<file path="src/rtl/bus_xfer_pkg.sv">
// Shared definitions for the single-bus transfer sequencer.
//   - opcode encodings for the command port
//   - FSM state encoding
//   - helpers telling which register indices an opcode uses
package bus_xfer_pkg;

    localparam logic [1:0] OP_MOV   = 2'b00;
    localparam logic [1:0] OP_SWAP  = 2'b01;
    localparam logic [1:0] OP_LOAD  = 2'b10;
    localparam logic [1:0] OP_STORE = 2'b11;

    typedef enum logic [2:0] {
        IDLE = 3'd0,
        S1   = 3'd1,
        S2   = 3'd2,
        S3   = 3'd3,
        FIN  = 3'd4
    } state_t;

    // LOAD takes its data from outside, so it has no source register
    function automatic logic uses_src(input logic [1:0] op);
        return op != OP_LOAD;
    endfunction

    // STORE sends its data outside, so it has no destination register
    function automatic logic uses_dst(input logic [1:0] op);
        return op != OP_STORE;
    endfunction

endpackage

</file>
<file path="src/rtl/bus_xfer_ctrl_onehot_dec.sv">
// Binary-to-one-hot decoder with enable.
//   en  : when 0 the output is all zeros
//   sel : binary index
//   dec : one-hot output, zero when disabled or sel is out of range
module onehot_dec #(
    parameter int SEL_W    = 2,
    parameter int NUM_REGS = 4
) (
    input  logic                en,
    input  logic [SEL_W-1:0]    sel,
    output logic [NUM_REGS-1:0] dec
);

    always_comb begin
        dec = '0;
        if (en && (int'(sel) < NUM_REGS))
            dec[sel] = 1'b1;
    end

endmodule

</file>
<file path="src/rtl/bus_xfer_ctrl.sv">
// Transfer sequencer for a register array sharing one data bus.
// Runs MOV / SWAP / LOAD / STORE commands by emitting registered one-hot
// load strobes (r_in) and drive enables (r_out), at most one driver and
// one sink per cycle. SWAP goes through the reserved temp register.
//   clk, reset       : clock, synchronous active-high reset
//   start, op        : command valid and opcode (sampled when not busy)
//   src_sel, dst_sel : register indices
//   r_in, r_out      : register load strobes / bus drive enables
//   ext_out, ext_in  : external source drives bus / external sink captures
//   busy, done, err  : in progress, completion pulse, rejected (with done)
module bus_xfer_ctrl
    import bus_xfer_pkg::*;
#(
    parameter int NUM_REGS = 4,
    parameter int TMP_IDX  = 3,
    parameter int SEL_W    = 2
) (
    input  logic                clk,
    input  logic                reset,
    input  logic                start,
    input  logic [1:0]          op,
    input  logic [SEL_W-1:0]    src_sel,
    input  logic [SEL_W-1:0]    dst_sel,
    output logic [NUM_REGS-1:0] r_in,
    output logic [NUM_REGS-1:0] r_out,
    output logic                ext_out,
    output logic                ext_in,
    output logic                busy,
    output logic                done,
    output logic                err
);

    localparam logic [SEL_W-1:0] TMP_SEL = SEL_W'(TMP_IDX);

    state_t           state;
    logic [1:0]       op_q;
    logic [SEL_W-1:0] src_q, dst_q;

    function automatic logic idx_ok(input logic [SEL_W-1:0] idx);
        return (int'(idx) < NUM_REGS) && (idx != TMP_SEL);
    endfunction

    logic accept, cmd_ok;
    assign accept = ((state == IDLE) || (state == FIN)) && start;
    assign cmd_ok = (!uses_src(op) || idx_ok(src_sel)) &&
                    (!uses_dst(op) || idx_ok(dst_sel));

    // Strobes for the cycle after the coming edge; decoded here and then
    // registered so every output comes straight from a flop.
    logic             nin_en, nout_en, nxt_ext_out, nxt_ext_in;
    logic [SEL_W-1:0] nin_sel, nout_sel;

    always_comb begin
        nin_en      = 1'b0;
        nin_sel     = '0;
        nout_en     = 1'b0;
        nout_sel    = '0;
        nxt_ext_out = 1'b0;
        nxt_ext_in  = 1'b0;
        if (accept && cmd_ok) begin
            case (op)
                OP_MOV: begin
                    nout_en = 1'b1; nout_sel = src_sel;
                    nin_en  = 1'b1; nin_sel  = dst_sel;
                end
                OP_SWAP: begin
                    nout_en = 1'b1; nout_sel = src_sel;
                    nin_en  = 1'b1; nin_sel  = TMP_SEL;
                end
                OP_LOAD: begin
                    nxt_ext_out = 1'b1;
                    nin_en = 1'b1; nin_sel = dst_sel;
                end
                default: begin
                    nout_en = 1'b1; nout_sel = src_sel;
                    nxt_ext_in = 1'b1;
                end
            endcase
        end else if ((state == S1) && (op_q == OP_SWAP)) begin
            nout_en = 1'b1; nout_sel = dst_q;
            nin_en  = 1'b1; nin_sel  = src_q;
        end else if (state == S2) begin
            nout_en = 1'b1; nout_sel = TMP_SEL;
            nin_en  = 1'b1; nin_sel  = dst_q;
        end
    end

    logic [NUM_REGS-1:0] nxt_r_in, nxt_r_out;

    onehot_dec #(.SEL_W(SEL_W), .NUM_REGS(NUM_REGS)) u_in_dec (
        .en(nin_en), .sel(nin_sel), .dec(nxt_r_in)
    );

    onehot_dec #(.SEL_W(SEL_W), .NUM_REGS(NUM_REGS)) u_out_dec (
        .en(nout_en), .sel(nout_sel), .dec(nxt_r_out)
    );

    always_ff @(posedge clk) begin
        if (reset) begin
            state   <= IDLE;
            op_q    <= OP_MOV;
            src_q   <= '0;
            dst_q   <= '0;
            r_in    <= '0;
            r_out   <= '0;
            ext_out <= 1'b0;
            ext_in  <= 1'b0;
            busy    <= 1'b0;
            done    <= 1'b0;
            err     <= 1'b0;
        end else begin
            r_in    <= nxt_r_in;
            r_out   <= nxt_r_out;
            ext_out <= nxt_ext_out;
            ext_in  <= nxt_ext_in;
            done    <= 1'b0;
            err     <= 1'b0;
            case (state)
                IDLE, FIN: begin
                    if (start) begin
                        op_q  <= op;
                        src_q <= src_sel;
                        dst_q <= dst_sel;
                        if (cmd_ok) begin
                            state <= S1;
                            busy  <= 1'b1;
                        end else begin
                            // rejected: straight to completion, no strobes
                            state <= FIN;
                            busy  <= 1'b0;
                            done  <= 1'b1;
                            err   <= 1'b1;
                        end
                    end else begin
                        state <= IDLE;
                        busy  <= 1'b0;
                    end
                end
                S1: begin
                    if (op_q == OP_SWAP) begin
                        state <= S2;
                    end else begin
                        state <= FIN;
                        busy  <= 1'b0;
                        done  <= 1'b1;
                    end
                end
                S2: state <= S3;
                S3: begin
                    state <= FIN;
                    busy  <= 1'b0;
                    done  <= 1'b1;
                end
                default: begin
                    state <= IDLE;
                    busy  <= 1'b0;
                end
            endcase
        end
    end

endmodule

</file>
<file path="config.mk">
export PLATFORM = sky130hd
export DESIGN_NAME = bus_xfer_ctrl
export DESIGN_NICKNAME = d
export VERILOG_FILES = /design/src/rtl/bus_xfer_pkg.sv /design/src/rtl/bus_xfer_ctrl_onehot_dec.sv /design/src/rtl/bus_xfer_ctrl.sv
export SDC_FILE = /design/constraint.sdc
export NUM_CORES = 1
export LEC_CHECK = 0
export ABC_AREA = 0
export CAP_MARGIN = 20
export CORE_MARGIN = 8
export CORE_UTILIZATION = 40
export DETAILED_ROUTE_END_ITERATION = 10
export DONT_BUFFER_PORTS = 1
export GPL_TIMING_DRIVEN = 0
export PLACE_DENSITY = 0.64
export SKIP_CTS_REPAIR_TIMING = 1
export SLEW_MARGIN = 25
export SYNTH_ARGS = -nofsm -noshare
export SYNTH_HDL_FRONTEND = slang
export SYNTH_SLANG_ARGS = --single-unit
</file>
<file path="constraint.sdc">
create_clock -name clk -period 1.5 [get_ports clk]
set_input_delay 0.3 -clock clk [delete_from_list [all_inputs] [get_ports clk]]
set_output_delay 0.3 -clock clk [all_outputs]
set_load 0.02 [all_outputs]
</file>
==> impl_metrics.py <==
metrics = {
    "logic_synthesis": {
        "ys_types": 36,
        "syn_avg_cell_area_um2": 9.02,
        "synth_warnings": 0,
        "yosysTopAreaCell": "dfxtp_1",
        "synthesis.nets": 117,
        "synth_edf_count": 0,
        "ys_seq_area_frac": 0.452,
        "ys_ff_latch": 22,
        "synthCells": 108,
        "synth_flop_cell": "dfxtp_1",
        "synth_top_area_frac": 0.452,
        "syn-cell-area_um2": 975,
        "ys_async_sr_fraction": 0,
        "netlist_top_cells_area": "dfxtp_1 (45%), nand2_1 (6.5%), a21oi_1 (4.6%), nor2_1 (4.2%), a22oi_1 (3.1%)",
    },
    "clock_tree": {
        "insertion_delay_ns": 0.31,
        "cts_tree": "done",
        "cts_sinks": 22,
        "cts_buffer_depth": 2,
        "clockRootBuffer": "clkbuf_4",
        "clkTransAtPathRegs_ns": 0.12,
        "ctsHtreeMaxLevel": 1,
        "cts_made_buffers": 3,
    },
    "global_route": {
        "grt_overflow": 0,
        "grt_max_degree": 13,
        "grt_pass1_wl_um": 3730,
        "grt_antenna_before_repair": 0,
        "grt_pass1_vias": 754,
        "grt_usage": 0.111,
    },
    "drt": {
        "drtIter0Drc": 23,
        "drt-total-wl_um": 2290,
        "detail-route-antenna-nets": 0,
        "drt-wirelength-per-cell_um": 16.3,
        "dr.pass1.iters": 4,
        "vias_per_cell": 5.66,
        "vias": 793,
        "drc_errors": 0,
    },
    "setup_path": {
        "endpoint_kind": "register",
        "crit_arrival_ns": 1.63,
        "reg2reg_from": "state[0]",
        "crit_type": "register to register",
        "r2r_end": "r_in[0]",
        "cp_max_fo": 8,
        "cp-start-kind": "register",
        "required_ns": 1.72,
        "r2r_setup_slack_ns": 0.09,
        "r2r_cells": 6,
    },
    "final_layout": {
        "fin_nets": 120,
        "final_common_cell": "dfxtp_1",
        "multi_input_area_um2": 526,
        "fillers": 255,
        "layout.area.seq_um2": 445,
        "drive_gt1_frac": 0.245,
        "n_antenna_cell": 0,
        "fin_cells": 140,
        "finalInstanceArea_um2": 1070,
        "final_cell_mix": "dfxtp_1 (20), nand2_1 (16), nor2_1 (10)",
        "syn_to_final_growth_pct": 10.3,
    },
    "place": {
        "io_buffers": 0,
        "placedCellCount": 138,
        "post_dp_cell_area_um2": 1010,
        "dp_hpwl_um": 1670,
        "post-place-ws_ns": -0.0217,
        "gp_congestion": 0.851,
    },
    "floorplanning": {
        "die-height_um": 65.4,
        "initial_core_util": 0.408,
        "rows": 18,
        "num_io_pins": 22,
        "die-area_um2": 4270,
        "core_um2": 2390,
        "die_x_um": 65.4,
    },
    "timing": {
        "slew_headroom": 0.684,
        "hold_viol": 0,
        "finalMaxSlewViolations": 0,
        "fin_worst_skew_ns": 0.00251,
        "fmax_mhz": 708,
        "worstMarginPinSlew_ns": 0.473,
        "worst_slack_ns": 0.0884,
        "setup_viol": 0,
        "fin_setup_tns_ns": 0,
        "min_period_ns": 1.41,
        "min_period_over_period": 0.941,
    },
    "job": {
        "maxCapViolations": 0,
    },
    "worst_hold_path": {
        "hold_class": "primary input to register",
        "hold_path_end": "dst_q[1]",
        "min_path_cells": 2,
        "worstHoldStart": "dst_sel[1]",
    },
    "run_status": {
        "status": "finished clean",
    },
    "power": {
        "p_leak_nw": 0.385,
        "peakVddDrop_mv": 0.482,
        "power_density_nw_per_um2": 1040,
    },
}
flip-flops by register name, indices dropped and copies added (netlist names):
signal   count
r_in         4
r_out        4
state        3
dst_q        2
op_q         2
src_q        2
busy         1
done         1
err          1
ext_in       1
ext_out      1
cells by family (layout without fill, tap and decap cells):
| group | Yosys count | count (layout) | synth area share |
|---|---|---|---|
| DFF | 22 | 22 | 0.452 |
| AOI/OAI and AO/OA | 34 | 34 | 0.279 |
| and+or+nand+nor | 43 | 43 | 0.232 |
| buffers and inverters | 9 | 11 | 0.0372 |
routing by layer:
layer	up-vias	GRT usage	wire length, um
li1	396	-	-
met1	367	0.139	1010
met2	25	0.161	1050
met3	5	0.0357	188
met4	0	0.0681	40
met5	-	0	0
worst max path at each step:
| stage | from | endpoint | slack (ns) |
|---|---|---|---|
| 6_report | state[0] | r_in[0] | 0.09 |
| 3_3_place_gp | state[1] | r_in[0] | -0.01 |
| 5_1_grt | state[0] | r_in[0] | -0.002 |
| 2_1_floorplan | op[0] | r_in[0] | 0.13 |
| 3_5_place_dp | state[1] | r_in[0] | -0.02 |
| 4_1_cts | state[1] | r_in[0] | -0.04 |
report_power, final:
group	internal [mW]	switching (mW)	leakage, nW	total (mW)
Combinational	0.0580	0.0792	0.183	0.137
Sequential	0.610	0.0388	0.181	0.649
Clock	0.148	0.179	0.0210	0.328
worst max-delay path, stage by stage, from the launching register on:
cell	delay, ns
dfxtp_4	0.39
nor2_2	0.12
and2_1	0.14
clkbuf_4	0.19
o21ai_4	0.10
o22a_2	0.22
and3_1	0.16
cell usage after synthesis (all sizes together), types with 2 or more instances:
cell type / count
o21ai: 4
o211ai: 2
o22a: 3
clkbuf: 3
nor2: 11
a22oi: 4
buf: 2
inv: 4
nand2: 17
a21oi: 10
nand2b: 2
dfxtp: 22
a32o: 2
nor3: 5
and2: 2
a31o: 2
area by class of cell:
class | instances | share of cell area
Multi-Input combinational cell | 77 | 0.489
Sequential cell | 22 | 0.414
Tap cell | 30 | 0.0349
Clock buffer | 4 | 0.0338
Buffer | 3 | 0.0140
Inverter | 4 | 0.0140
metrics by stage:
stage	power [mW]	util	hold WS [ns]
floorplan	0.764	-	0.436
global placement	0.790	0.424	0.439
detailed placement	0.793	0.424	0.444
CTS	1.11	0.439	0.103
global route	1.16	0.450	0.107
finish	1.11	0.450	0.105
Note: power is estimated with default switching activity, not from simulation.
